$ cat config.mk
export PLATFORM = sky130hd
export DESIGN_NAME = bitty_fetch_flat
export DESIGN_NICKNAME = d
export VERILOG_FILES = /design/src/rtl/bitty_pkg.sv /design/src/rtl/bitty_fetch_if.sv /design/src/rtl/bitty_fetch.sv /design/src/flat_wrapper.sv
export SDC_FILE = /design/constraint.sdc
export NUM_CORES = 1
export LEC_CHECK = 0
export CAP_MARGIN = 25
export CORE_ASPECT_RATIO = 1.5
export CORE_MARGIN = 1.5
export CORE_UTILIZATION = 43
export DETAILED_ROUTE_END_ITERATION = 7
export PLACE_DENSITY = 0.89
export SLEW_MARGIN = 20
export SYNTH_ARGS = -nofsm -noshare
export SYNTH_HDL_FRONTEND = slang
export SYNTH_SLANG_ARGS = --single-unit
$ cat constraint.sdc
create_clock -name clk -period 1.8 [get_ports clk]
set_input_delay 0.27 -clock clk [delete_from_list [all_inputs] [get_ports clk]]
set_output_delay 0.27 -clock clk [all_outputs]
set_load 0.1 [all_outputs]
$ cat src/rtl/bitty_pkg.sv
// Shared definitions for the BittyPro instruction fetch sequencer.
package bitty_pkg;

  localparam int INST_W = 16;
  localparam logic [15:0] HALT_INST = 16'hFFFF;

  typedef enum logic [1:0] {
    ST_IDLE   = 2'd0,
    ST_REQ    = 2'd1,
    ST_ISSUE  = 2'd2,
    ST_HALTED = 2'd3
  } fetch_state_t;

endpackage

$ cat src/rtl/bitty_fetch_if.sv
// Fetch-side bus: instruction-memory read handshake plus the inst/done link to the control unit.
interface bitty_fetch_if #(
  parameter int ADDR_W = 8,
  parameter int INST_W = bitty_pkg::INST_W
);
  logic              mem_req;
  logic [ADDR_W-1:0] mem_addr;
  logic              mem_valid;
  logic [INST_W-1:0] mem_rdata;
  logic [INST_W-1:0] inst;
  logic              inst_valid;
  logic              done;
  logic              branch_en;
  logic [ADDR_W-1:0] branch_target;

  modport master (
    output mem_req, mem_addr, inst, inst_valid,
    input  mem_valid, mem_rdata, done, branch_en, branch_target
  );

  modport slave (
    input  mem_req, mem_addr, inst, inst_valid,
    output mem_valid, mem_rdata, done, branch_en, branch_target
  );
endinterface

$ cat src/rtl/bitty_fetch.sv
// Instruction fetch sequencer: owns the PC, fetches one word at a time and holds it
// for the control unit until done, then advances or branches.
//
// state     | meaning
// ST_IDLE   | not fetching; waits for run
// ST_REQ    | mem_req high at pc; waits for mem_valid
// ST_ISSUE  | inst_valid high; waits for done to retire
// ST_HALTED | HALT word fetched; parked until reset
module bitty_fetch #(
  parameter int ADDR_W = 8,
  parameter int INST_W = bitty_pkg::INST_W
) (
  input  logic              clk,
  input  logic              reset,
  input  logic              run,
  bitty_fetch_if.master     bus,
  output logic [ADDR_W-1:0] pc,
  output logic              halted,
  output logic [15:0]       retired
);
  import bitty_pkg::*;

  fetch_state_t      state, state_nxt;
  logic [INST_W-1:0] inst_q;
  logic              req_c;
  logic              issue_c;
  logic              halted_c;
  logic              capture;
  logic              retire;
  logic              is_halt;

  assign is_halt = (bus.mem_rdata == INST_W'(HALT_INST));
  assign capture = (state == ST_REQ) && bus.mem_valid;
  assign retire  = (state == ST_ISSUE) && bus.done;

  always_comb begin
    state_nxt = state;
    req_c     = 1'b0;
    issue_c   = 1'b0;
    halted_c  = 1'b0;
    case (state)
      ST_IDLE: begin
        if (run) state_nxt = ST_REQ;
      end
      ST_REQ: begin
        req_c = 1'b1;
        if (bus.mem_valid) state_nxt = is_halt ? ST_HALTED : ST_ISSUE;
      end
      ST_ISSUE: begin
        issue_c = 1'b1;
        if (bus.done) state_nxt = run ? ST_REQ : ST_IDLE;
      end
      ST_HALTED: begin
        halted_c = 1'b1;
      end
      default: state_nxt = ST_IDLE;
    endcase
  end

  always_ff @(posedge clk) begin
    if (reset) begin
      state   <= ST_IDLE;
      pc      <= '0;
      inst_q  <= '0;
      retired <= '0;
    end else begin
      state <= state_nxt;
      if (capture) inst_q <= bus.mem_rdata;
      // branch_en only matters on the retiring edge; pc+1 wraps naturally at ADDR_W bits
      if (retire) begin
        retired <= retired + 16'd1;
        pc      <= bus.branch_en ? bus.branch_target : pc + ADDR_W'(1);
      end
    end
  end

  assign bus.mem_req    = req_c;
  assign bus.mem_addr   = pc;
  assign bus.inst       = inst_q;
  assign bus.inst_valid = issue_c;
  assign halted         = halted_c;

endmodule

$ cat src/flat_wrapper.sv
// flat-port wrapper written by rule: the top's interface ports become plain ports
module bitty_fetch_flat import bitty_pkg::*;
#(
  parameter int ADDR_W = 8,
  parameter int INST_W = bitty_pkg::INST_W
)
  (clk, reset, run, pc, halted, retired, bus_mem_req, bus_mem_addr, bus_inst, bus_inst_valid, bus_mem_valid, bus_mem_rdata, bus_done, bus_branch_en, bus_branch_target);
  bitty_fetch_if #(.ADDR_W(ADDR_W), .INST_W(INST_W)) bus_i ();
  input  logic clk;
  input  logic reset;
  input  logic run;
  output logic [ADDR_W-1:0] pc;
  output logic halted;
  output logic [15:0] retired;
  output wire logic [$bits(bus_i.mem_req)-1:0] bus_mem_req;
  output wire logic [$bits(bus_i.mem_addr)-1:0] bus_mem_addr;
  output wire logic [$bits(bus_i.inst)-1:0] bus_inst;
  output wire logic [$bits(bus_i.inst_valid)-1:0] bus_inst_valid;
  input wire logic [$bits(bus_i.mem_valid)-1:0] bus_mem_valid;
  input wire logic [$bits(bus_i.mem_rdata)-1:0] bus_mem_rdata;
  input wire logic [$bits(bus_i.done)-1:0] bus_done;
  input wire logic [$bits(bus_i.branch_en)-1:0] bus_branch_en;
  input wire logic [$bits(bus_i.branch_target)-1:0] bus_branch_target;
  assign bus_mem_req = bus_i.mem_req;
  assign bus_mem_addr = bus_i.mem_addr;
  assign bus_inst = bus_i.inst;
  assign bus_inst_valid = bus_i.inst_valid;
  assign bus_i.mem_valid = bus_mem_valid;
  assign bus_i.mem_rdata = bus_mem_rdata;
  assign bus_i.done = bus_done;
  assign bus_i.branch_en = bus_branch_en;
  assign bus_i.branch_target = bus_branch_target;
  bitty_fetch #(.ADDR_W(ADDR_W), .INST_W(INST_W)) u_core (.clk(clk), .reset(reset), .run(run), .bus(bus_i), .pc(pc), .halted(halted), .retired(retired));
endmodule
Yosys cells after proc, flatten, opt, wreduce, memory -nomap -nowiden
Index checks and enable logic that the tools add are counted.
{ "word_totals": {"regBits": 42, "in_bits": 30, "word_cells": 28} }
{ "op_classes": {"add_sub_neg": 2, "n_eq_ne": 7, "n_mux": 10, "reduce_logical": 5} }
{ "op_table": {"columns": ["cell", "n"], "rows": [
  ["16-bit by 1-bit adder with 16-bit output, second input constant", 1],
  ["16-bit == test, second input constant", 1],
  ["8-bit by 1-bit adder with 8-bit output, second input constant", 1],
  ["8-bit two-way mux", 1],
  ["2-bit two-way mux", 3],
  ["2-bit != test, second input constant", 3],
  ["2-bit one-hot mux with 3 select lines", 1],
  ["1-bit two-way mux", 5],
  ["2-bit == test, second input constant", 2],
  ["4-bit AND reduction", 1],
  ["3-bit nonzero test", 1],
  ["2-bit by 1-bit == test with 1-bit output, second input constant", 1],
  ["1-bit logical AND", 2],
  ["2-bit zero test", 1]
]} }

Depth between registers and ports, before layout
Gate-level depths: netlist (run 1).
{ "logic_depth": {"word_depth": 4, "depth_mapped": 7, "depth_no_buf": 6} }

Least setup slack after synthesis (run 1)
Ideal clock, no wire load.
{ "synth_path": {"path_kind": "flip-flop to flip-flop", "start": "reg u_core.state[0]", "end": "reg u_core.retired[15]", "arrival_time_ps": 2414, "t_required_ps": 1730, "slack_ps": -685, "stages_incl_launch_ff": 7, "n_path_buf": 0, "synth_period_minus_slack_ps": 2485, "path_cell_list": "dfxtp_1 > inv_1 > ha_1 > and4_1 > nand2_1 > or4_1 > a21oi_1"} }
{ "synth_via": {"elab_chain_len": 2} }
{ "synth_rtl": {"columns": ["item", "line_no", "source"], "rows": [
  ["from (decl)", "bitty_fetch.sv:23", "fetch_state_t state, state_nxt;"],
  ["from (signal assigned)", "bitty_fetch.sv:67", "state <= state_nxt;"],
  ["2-bit == test", "bitty_fetch.sv:34", "assign retire = (state == ST_ISSUE) && bus.done;"],
  ["1-bit logical AND", "bitty_fetch.sv:34", null],
  ["to (signal assigned)", "bitty_fetch.sv:71", "retired <= retired + 16'd1;"],
  ["to (decl)", "bitty_fetch.sv:19", "output logic [15:0] retired"]
]} }
No other way between the ends.
A chain may end at the register's enable or synchronous reset.

Worst setup path in the final report (run 1)
Ends and elaborated chain as after synthesis.

==> flow_metrics.py, run 1 <==
metrics = {
    "logic_synthesis": {
        "async_reset_ff_frac": 0,
        "ys.flop_type": "dfxtp_1",
        "yosysWarnings": 0,
        "syn_inst": 245,
        "synth_edf_count": 0,
        "netlist_area_um2": 2000,
        "yosysSeqAreaShare": 0.421,
        "syn_area_per_cell_um2": 8.15,
        "synth_cell_types": 37,
        "synth_seq_cells": 42,
        "syn_nets": 282,
    },
    "worst_setup_path": {
        "r2r_setup_slack_ns": 0.16,
        "cp-start-kind": "flop",
        "setup.worst_path.class": "reg -> reg",
        "required_ns": 2.03,
        "worstPathArrival_ns": 1.87,
        "timing.critical_path.fanout_max": 7,
        "crit_path_end_kind": "flop",
    },
    "pwr": {
        "sw_frac_of_total": 0.437,
        "peakVddDrop_mv": 1.41,
        "clock_power_share": 0.223,
        "power.static_leakage_uw": 0.00125,
        "pwr-share-seq": 0.323,
        "net-switching-power_uw": 1490,
        "pwr-share-comb": 0.454,
        "power_density_nw_per_um2": 1080,
        "p_int_uw": 1920,
    },
    "clock_tree": {
        "clkLatencyLatePin_ns": 0.30,
        "cts_setup_buffers": 0,
        "cts_root_buf": "clkbuf_8",
        "cts_buffers": 5,
        "clockBufferDepth": 2,
        "clkTransAtPathRegs_ns": 0.08,
        "tritoncts": "yes",
        "clock-sinks": 42,
        "cts.htree.levels": 2,
    },
    "outcome": {
        "status": "complete, no violations",
    },
    "layout": {
        "seqCellArea_um2": 867,
        "diodes": 0,
        "area_growth_pct": 58.4,
        "n_fill_cell": 334,
        "design_area_um2": 3160,
        "instances_no_fill": 374,
        "fin_nets": 362,
        "final_layout_size_suffix_gt1_frac": 0.316,
        "multi_input_area_um2": 1070,
    },
    "routing": {
        "wl_met1_um": 2030,
        "drc_errors": 0,
        "firstDrtPassIters": 4,
        "wl_per_cell_um": 14.5,
        "vias": 2031,
        "ant_nets": 0,
        "dr_wl_met3_um": 283,
        "routed.top_layer": "met4",
        "totalWireLength_um": 5430,
        "drt-initial-drc-count": 58,
        "routed-wl-met2_um": 3020,
        "via_per_inst": 5.43,
    },
    "die": {
        "row_count": 30,
        "die_area_um2": 5070,
        "die_w_um": 58.6,
        "initial_utilization": 0.443,
        "coreArea_um2": 4500,
        "die_height_um": 86.5,
        "ios": 81,
    },
    "sta": {
        "setup_violations": 0,
        "fmax_mhz": 610,
        "period_share": 0.911,
        "worst_clock_skew_ns": 0.00223,
        "finalHoldViolations": 0,
        "final_max_slew_viol_count": 0,
        "worst_slew_pin_slew_ns": 0.452,
        "worst_slack_ns": 0.161,
        "max_slew_margin": 0.698,
        "min_period_ns": 1.64,
        "grt_setup_unrepaired": "false",
    },
    "global_route": {
        "overflow": 0,
        "grt_max_degree": 35,
        "grt_pass1_vias": 1912,
        "grt_pass1_wl_um": 8630,
        "grtUsageTotal": 0.217,
        "antenna_found_initial": 0,
    },
    "hold_path": {
        "holdCritPathClass": "reg -> reg",
    },
    "placement": {
        "post-dp-hpwl_um": 3980,
        "gp_congestion": 0.781,
        "place_ws_ns": -0.0547,
        "place_area_um2": 3040,
        "place_inst": 366,
        "portBuffers": 80,
    },
    "job": {
        "max_cap_viol_count": 0,
    },
}
[cell families (layout without fill, tap and decap cells)]
family,count (synthesis),after routing,synth area share
AOI/OAI and AO/OA,48,48,0.146
buffers and inverters,25,106,0.0664
muxes,4,4,0.0201
xor gates and xnor gates,11,11,0.0482
and+or+nand+nor,108,108,0.254
DFF,42,42,0.421
adders and majority gates,7,7,0.0439
[final timing paths]
| kind | start | endpoint | depth (start not counted) |
|---|---|---|---|
| setup / recovery | u_core.state[0]$_SDFFE_PP0P_ | u_core.retired[15]$_SDFFE_PP0P_ | 6 |
| hold / removal | u_core.bus.inst[2]$_SDFFE_PP0P_ | u_core.bus.inst[2]$_SDFFE_PP0P_ | 2 |
| setup reg to reg | u_core.state[0]$_SDFFE_PP0P_ | u_core.retired[15]$_SDFFE_PP0P_ | 6 |
| hold reg to reg | u_core.bus.inst[2]$_SDFFE_PP0P_ | u_core.bus.inst[2]$_SDFFE_PP0P_ | 2 |
[cells in the mapped netlist (all sizes together), types with 3 or more instances]
| cell | n | area (µm²) |
|---|---|---|
| a21oi | 26 | 130 |
| inv | 4 | 15.0 |
| dfxtp | 42 | 841 |
| and2 | 3 | 18.8 |
| xor2 | 10 | 87.6 |
| or3 | 3 | 18.8 |
| clkbuf | 10 | 37.5 |
| a211oi | 3 | 22.5 |
| nand4 | 10 | 62.6 |
| o21ai | 6 | 30.0 |
| nand3 | 6 | 30.0 |
| nor2 | 17 | 63.8 |
| o31ai | 3 | 22.5 |
| buf | 11 | 80.1 |
| a31oi | 3 | 18.8 |
| nand2 | 55 | 214 |
| mux2i | 4 | 40.0 |
| ha | 7 | 87.6 |
| and4 | 4 | 37.5 |
[layout make-up]
class / count / share of cell area
clock inverters: 3 / 0.0142
multi-input cells: 178 / 0.337
clock buffers: 5 / 0.0218
repair buffers: 94 / 0.329
flip-flops and latches: 42 / 0.274
inverters: 4 / 0.00475
well taps: 48 / 0.0190
[layer usage]
metal  global-route usage  vias up
met3               0.0478       11
met4               0.0847        0
met5                    0        -
met1                0.235      947
li1                     -      998
met2                0.400       75
[sequential cells by signal, indices dropped and copies added, names as in the netlist]
signal / flops
u_core.retired: 16
u_core.state: 2
u_core.bus.mem_addr: 8
u_core.bus.inst: 16
[what timing repair did]
| item | in CTS | in global routing |
|---|---|---|
| gates resized for setup | 0 | 2 |
| endpoints found under the setup margin | 0 | 2 |
| hold buffers | 0 | 0 |
[cells in the final DEF, fill, tap and decap left out, types with 3 or more instances in the layout]
cell	count
inv_1	4
nor2_1	17
nand4_1	10
buf_4	44
clkdlybuf4s50_1	29
nand2_1	53
ha_1	5
xor2_1	10
mux2i_1	4
a21oi_1	26
buf_12	21
a31oi_1	3
nand3_1	6
dfxtp_1	21
a211oi_1	3
o21ai_0	6
clkbuf_8	5
or3_1	3
o31ai_1	3
dfxtp_2	21
and2_1	3
[power by group through the flow]
| stage | Sequential [µW] | Clock [µW] | Combinational, µW |
|---|---|---|---|
| 6_report | 1100 | 757 | 1550 |
| 5_1_grt | 1110 | 803 | 1610 |
| 4_1_cts | 1100 | 763 | 1530 |
| 3_5_place_dp | 1120 | 0 | 1520 |
| 3_3_place_gp | 1110 | 0 | 1500 |
| 2_1_floorplan | 1590 | 0 | 609 |
[worst max-delay path, stage by stage (launching register included)]
cell     delay (ns)
dfxtp_1        0.32
inv_1          0.12
ha_4           0.20
and4_4         0.24
nand2_2        0.07
or4_1          0.47
a21oi_1        0.15
[stage by stage]
| stage | hold slack [ns] | TNS [ns] | utilization | total power [µW] |
|---|---|---|---|---|
| 3_3_place_gp | 0.443 | 0 | 0.674 | 2610 |
| 2_1_floorplan | 0.406 | -0.135 | - | 2200 |
| 5_1_grt | 0.475 | 0 | 0.702 | 3520 |
| 4_1_cts | 0.459 | 0 | 0.699 | 3390 |
| 3_5_place_dp | 0.447 | -0.127 | 0.674 | 2640 |
| 6_report | 0.458 | 0 | 0.702 | 3400 |
(Power assumes the default switching activity.)
==> run 2: changes to the inputs <==
- CORE_UTILIZATION: 43 -> 60
- DONT_BUFFER_PORTS: default -> 1
- PLACE_DENSITY: 0.89 -> 0.85
==> run 2 against run 1 <==
Compared with the run above:
- maximum frequency decreased by 1.5%
- critical endpoint unchanged
- clock power fell by 4.4%
- register-to-register slack got worse by 0.03 ns
==> flow_metrics.py, run 2 (same netlist as run 1, synthesis figures left out) <==
metrics = {
    "clock_tree": {
        "cts.repair.resized": 0,
        "clock-sinks": 42,
        "tritoncts": "yes",
        "cts_hold_buffers": 0,
        "cts_root_buf": "clkbuf_8",
        "cts_setup_buffers": 0,
        "clockBufferDepth": 2,
        "cts_buffers": 5,
        "clkTransAtPathRegs_ns": 0.08,
        "clkLatencyLatePin_ns": 0.29,
        "cts.htree.levels": 2,
    },
    "pwr": {
        "clock_power_share": 0.233,
        "power_uw": 3110,
        "power.static_leakage_uw": 0.000991,
        "power_density_nw_per_um2": 1260,
        "net-switching-power_uw": 1380,
        "pwr-share-comb": 0.422,
        "pwr-share-seq": 0.345,
        "sw_frac_of_total": 0.445,
        "p_int_uw": 1720,
        "peakVddDrop_mv": 0.960,
    },
    "worst_setup_path": {
        "timing.critical_path.fanout_max": 9,
        "cp-start-kind": "flop",
        "crit_slowest_cell": "or4_1",
        "required_ns": 2.03,
        "worstPathArrival_ns": 1.89,
        "setup.worst_path.class": "reg -> reg",
        "r2r-end": "u_core.retired[15]$_SDFFE_PP0P_",
        "ff2ff_path_depth": 6,
        "r2r_setup_slack_ns": 0.14,
        "cp_cell_sequence": "inv_1 > ha_4 > and4_4 > nand2_2 > or4_1 > a21oi_1",
        "regToRegStartpoint": "u_core.state[0]$_SDFFE_PP0P_",
        "crit_path_end_kind": "flop",
        "max_stage_delay_ns": 0.48,
    },
    "die": {
        "coreArea_um2": 3160,
        "die_area_um2": 3690,
        "initial_utilization": 0.632,
        "die_height_um": 73.7,
        "ios": 81,
        "row_count": 25,
        "die_w_um": 50.1,
    },
    "placement": {
        "place_ws_ns": 0.0294,
        "post-dp-hpwl_um": 3480,
        "gp_congestion": 0.800,
        "place_inst": 311,
        "portBuffers": 0,
    },
    "sta": {
        "worst_slack_ns": 0.136,
        "fmax_mhz": 601,
        "max_slew_margin": 0.627,
        "fin_setup_tns_ns": 0,
        "worst_clock_skew_ns": 0.00413,
        "period_share": 0.925,
        "min_period_ns": 1.66,
        "setup_violations": 0,
        "finalHoldViolations": 0,
        "worst_slew_pin_slew_ns": 0.559,
        "final_max_slew_viol_count": 0,
        "grt_setup_unrepaired": "false",
    },
    "layout": {
        "fin_nets": 315,
        "instances_no_fill": 319,
        "diodes": 0,
        "mostFrequentLayoutCells": "53 x nand2_1, 47 x buf_4, 26 x a21oi_1, 22 x dfxtp_2, 20 x dfxtp_1",
        "area_growth_pct": 23.1,
        "final_common_cell": "nand2_1",
        "final_layout_size_suffix_gt1_frac": 0.301,
        "final_util": 0.778,
    },
    "job": {
        "max_cap_viol_count": 0,
    },
    "global_route": {
        "grt_pass1_wl_um": 7730,
        "overflow": 0,
        "antenna_found_initial": 0,
        "grt_pass1_vias": 1846,
        "grtUsageTotal": 0.270,
        "grt_max_degree": 43,
    },
    "hold_path": {
        "holdCritPathClass": "in -> reg",
        "holdPathEnd": "u_core.retired[1]$_SDFFE_PP0P_",
        "hold_depth": 1,
        "worstHoldStart": "reset",
    },
    "routing": {
        "ant_nets": 0,
        "totalWireLength_um": 4780,
        "firstDrtPassIters": 4,
        "drt-initial-drc-count": 48,
        "wl_per_cell_um": 15.0,
        "vias": 1830,
        "via_per_inst": 5.74,
        "drc_errors": 0,
    },
    "outcome": {
        "status": "complete, no violations",
    },
}
==> run 2: cell types whose count changed in the layout (fill, tap and decap cells not counted) <==
cell and delta:
clkdlybuf4s50_1 -29, dfxtp_1 -1, buf_4 +3, dfxtp_2 +1
clkinvlp_4 -2, buf_12 -21, clkbuf_1 +2
==> run 2: metrics by stage <==
step                instance area [µm²]  hold slack (ns)
finish                             2460           0.0290
global route                       2460           0.0220
CTS                                2440           0.0249
detailed placement                 2340            0.337
global placement                   2340            0.336
floorplan                          2050            0.406
==> run 2: cell type report <==
| cell class | count | area (µm²) |
|---|---|---|
| clock buffer | 7 | 76.3 |
| multi-input combinational | 178 | 1070 |
| timing repair buffer | 47 | 353 |
| fill | 238 | 701 |
| sequential | 42 | 868 |
| inverter | 4 | 15.0 |
| clock inverter | 1 | 30.0 |
| tap | 40 | 50.0 |
==> run 2: how the worst max path moves through the flow <==
stage,slack (ns),cells past startpoint,start,end
floorplan,-0.11,4,u_core.retired[13]$_SDFFE_PP0P_,u_core.retired[15]$_SDFFE_PP0P_
global placement,0.11,6,u_core.state[1]$_SDFFE_PP0P_,u_core.state[1]$_SDFFE_PP0P_
detailed placement,0.03,6,u_core.state[1]$_SDFFE_PP0P_,u_core.state[0]$_SDFFE_PP0P_
CTS,0.02,6,u_core.state[1]$_SDFFE_PP0P_,u_core.state[0]$_SDFFE_PP0P_
global route,0.03,6,u_core.state[0]$_SDFFE_PP0P_,u_core.retired[15]$_SDFFE_PP0P_
finish,0.14,6,u_core.state[0]$_SDFFE_PP0P_,u_core.retired[15]$_SDFFE_PP0P_
==> run 2: layer usage <==
metal  part of all wire  GRT usage  up-vias
met2               0.54      0.522       73
met3              0.073     0.0732        7
met4              0.014      0.108        0
met5                  0          0        -
met1               0.37      0.264      848
li1                   -          -      902
==> run 2: power groups by stage <==
stage | clock network (µW) | registers [µW] | logic [µW]
after floorplan | 0 | 1590 | 609
after global placement | 0 | 1090 | 1260
after detailed placement | 0 | 1090 | 1280
after CTS | 736 | 1070 | 1280
after global routing | 769 | 1080 | 1370
final | 724 | 1070 | 1310
==> run 2: critical path, delay by kind of cell (launching register included) <==
family,cells,cell delay (ns)
compound gates,1,0.15
buf+inv,1,0.12
flops,1,0.33
simple gates,3,0.83
fa+ha+maj,1,0.17
==> run 3: changes to the inputs <==
- REMOVE_ABC_BUFFERS: default -> 1
==> run 3 against run 2 <==
Compared with the run above:
- via count is 0.82% higher
- first-iteration DRC count fell by 40%
- worst hold slack gained 0.010 ns
- clock power is 17% lower
- sequential share of layout area barely moved
- worst setup slack got worse by 0.026 ns
- clock skew is 0.0038 ns higher
==> flow_metrics.py, run 3 (same netlist as run 1, synthesis figures left out) <==
metrics = {
    "clock_tree": {
        "cts_root_buf": "clkbuf_8",
        "cts_buffers": 5,
        "tritoncts": "yes",
        "clkLatencyLatePin_ns": 0.29,
        "clkTransAtPathRegs_ns": 0.08,
        "clock-sinks": 42,
        "cts.htree.levels": 2,
        "clockBufferDepth": 2,
    },
    "die": {
        "initial_utilization": 0.632,
        "die_w_um": 50.1,
        "coreArea_um2": 3160,
        "die_height_um": 73.7,
        "ios": 81,
        "row_count": 25,
        "die_area_um2": 3690,
    },
    "outcome": {
        "status": "complete, no violations",
    },
    "routing": {
        "drt-initial-drc-count": 29,
        "via_per_inst": 5.80,
        "ant_nets": 0,
        "totalWireLength_um": 4720,
        "wl_per_cell_um": 14.9,
        "vias": 1845,
        "firstDrtPassIters": 4,
        "drc_errors": 0,
    },
    "hold_path": {
        "holdCritPathClass": "in -> reg",
    },
    "pwr": {
        "power.static_leakage_uw": 0.000979,
        "pwr-share-comb": 0.434,
        "p_int_uw": 1600,
        "peakVddDrop_mv": 0.897,
        "clock_power_share": 0.202,
        "pwr-share-seq": 0.364,
        "sw_frac_of_total": 0.460,
        "power_density_nw_per_um2": 1230,
        "net-switching-power_uw": 1360,
    },
    "worst_setup_path": {
        "timing.critical_path.fanout_max": 9,
        "cp-start-kind": "flop",
        "crit_slowest_cell": "or4_1",
        "required_ns": 2.03,
        "max_stage_delay_ns": 0.49,
        "r2r_setup_slack_ns": 0.11,
        "crit_path_end_kind": "flop",
        "setup.worst_path.class": "reg -> reg",
        "cp_cell_sequence": "inv_1 > ha_4 > and4_4 > nand2_2 > or4_1 > a21oi_1",
        "crit_buf_inv": 1,
        "crit_family": "simple AND/OR/NAND/NOR gates",
        "worstPathArrival_ns": 1.92,
    },
    "global_route": {
        "overflow": 0,
        "grtUsageTotal": 0.267,
        "grt_max_degree": 43,
        "antenna_found_initial": 0,
        "grt_pass1_wl_um": 7470,
        "grt_pass1_vias": 1760,
    },
    "layout": {
        "final_common_cell": "nand2_1",
        "fin_nets": 316,
        "n_fill_cell": 244,
        "instances_no_fill": 318,
        "multi_input_area_um2": 1050,
        "seqCellArea_um2": 852,
        "mostFrequentLayoutCells": "53 x nand2_1, 48 x buf_4, 33 x dfxtp_1, 26 x a21oi_1, 17 x nor2_1",
        "final_layout_size_suffix_gt1_frac": 0.255,
        "diodes": 0,
        "area_growth_pct": 20.9,
        "design_area_um2": 2410,
    },
    "placement": {
        "portBuffers": 0,
        "post-dp-hpwl_um": 3500,
        "place_area_um2": 2300,
        "gp_congestion": 0.740,
        "place_inst": 312,
        "place_ws_ns": -0.0514,
    },
    "sta": {
        "fmax_mhz": 591,
        "setup_violations": 0,
        "finalHoldViolations": 0,
        "worst_slack_ns": 0.109,
        "period_share": 0.939,
        "final_max_slew_viol_count": 0,
        "worst_slew_pin_slew_ns": 0.559,
        "fin_setup_tns_ns": 0,
        "max_slew_margin": 0.627,
        "worst_clock_skew_ns": 0.00797,
        "min_period_ns": 1.69,
        "grt_setup_unrepaired": "false",
    },
    "job": {
        "max_cap_viol_count": 0,
    },
}
-- run 3: what timing repair did --
action                     CTS  global route
pin swaps                    0             1
setup endpoints to repair    3             5
buffers inserted             0             0
hold buffers                 0             0
gates resized for setup      3             3
hold endpoints to repair     0             0
-- run 3: path summary, 6_finish.rpt --
| path | start | end | cells past startpoint |
|---|---|---|---|
| setup / recovery | u_core.state[0]$_SDFFE_PP0P_ | u_core.retired[15]$_SDFFE_PP0P_ | 6 |
| hold / removal | reset | u_core.state[1]$_SDFFE_PP0P_ | 1 |
| setup reg to reg | u_core.state[0]$_SDFFE_PP0P_ | u_core.retired[15]$_SDFFE_PP0P_ | 6 |
| hold reg to reg | u_core.bus.inst[10]$_SDFFE_PP0P_ | u_core.bus.inst[10]$_SDFFE_PP0P_ | 2 |
-- run 3: final cells by class --
cell class                      instances  area share
Tap cell                               40      0.0207
Inverter                                4     0.00622
Multi-Input combinational cell        178       0.436
Clock buffer                            6      0.0342
Sequential cell                        42       0.353
Timing Repair Buffer                   48       0.149
-- run 3: per-layer routing --
layer / up-vias / track usage / wire length [µm]
li1: 901 / - / -
met1: 878 / 0.246 / 1740
met2: 62 / 0.513 / 2550
met3: 4 / 0.0935 / 363
met4: 0 / 0.111 / 68
met5: - / 0 / 0
-- run 3: stage by stage --
| stage | power, µW | utilization | hold WS (ns) |
|---|---|---|---|
| finish | 2960 | 0.764 | 0.0394 |
| global route | 3070 | 0.764 | 0.0237 |
| CTS | 2940 | 0.760 | 0.0315 |
| detailed placement | 2340 | 0.728 | 0.342 |
| global placement | 2310 | 0.728 | 0.337 |
| floorplan | 2100 | - | 0.339 |
-- run 3: power groups by stage --
stage | sequential [µW] | combinational (µW) | clock, µW
2_1_floorplan | 1670 | 434 | 0
3_3_place_gp | 1090 | 1220 | 0
3_5_place_dp | 1090 | 1250 | 0
4_1_cts | 1070 | 1280 | 597
5_1_grt | 1090 | 1350 | 636
6_report | 1080 | 1290 | 599
-- run 3: worst register-to-register path, delay by kind of cell (launching register included) --
kind / cells / cell delay [ns]
fa+ha+maj: 1 / 0.19
simple gates: 3 / 0.86
compound gates: 1 / 0.15
buf+inv: 1 / 0.12
flops: 1 / 0.32
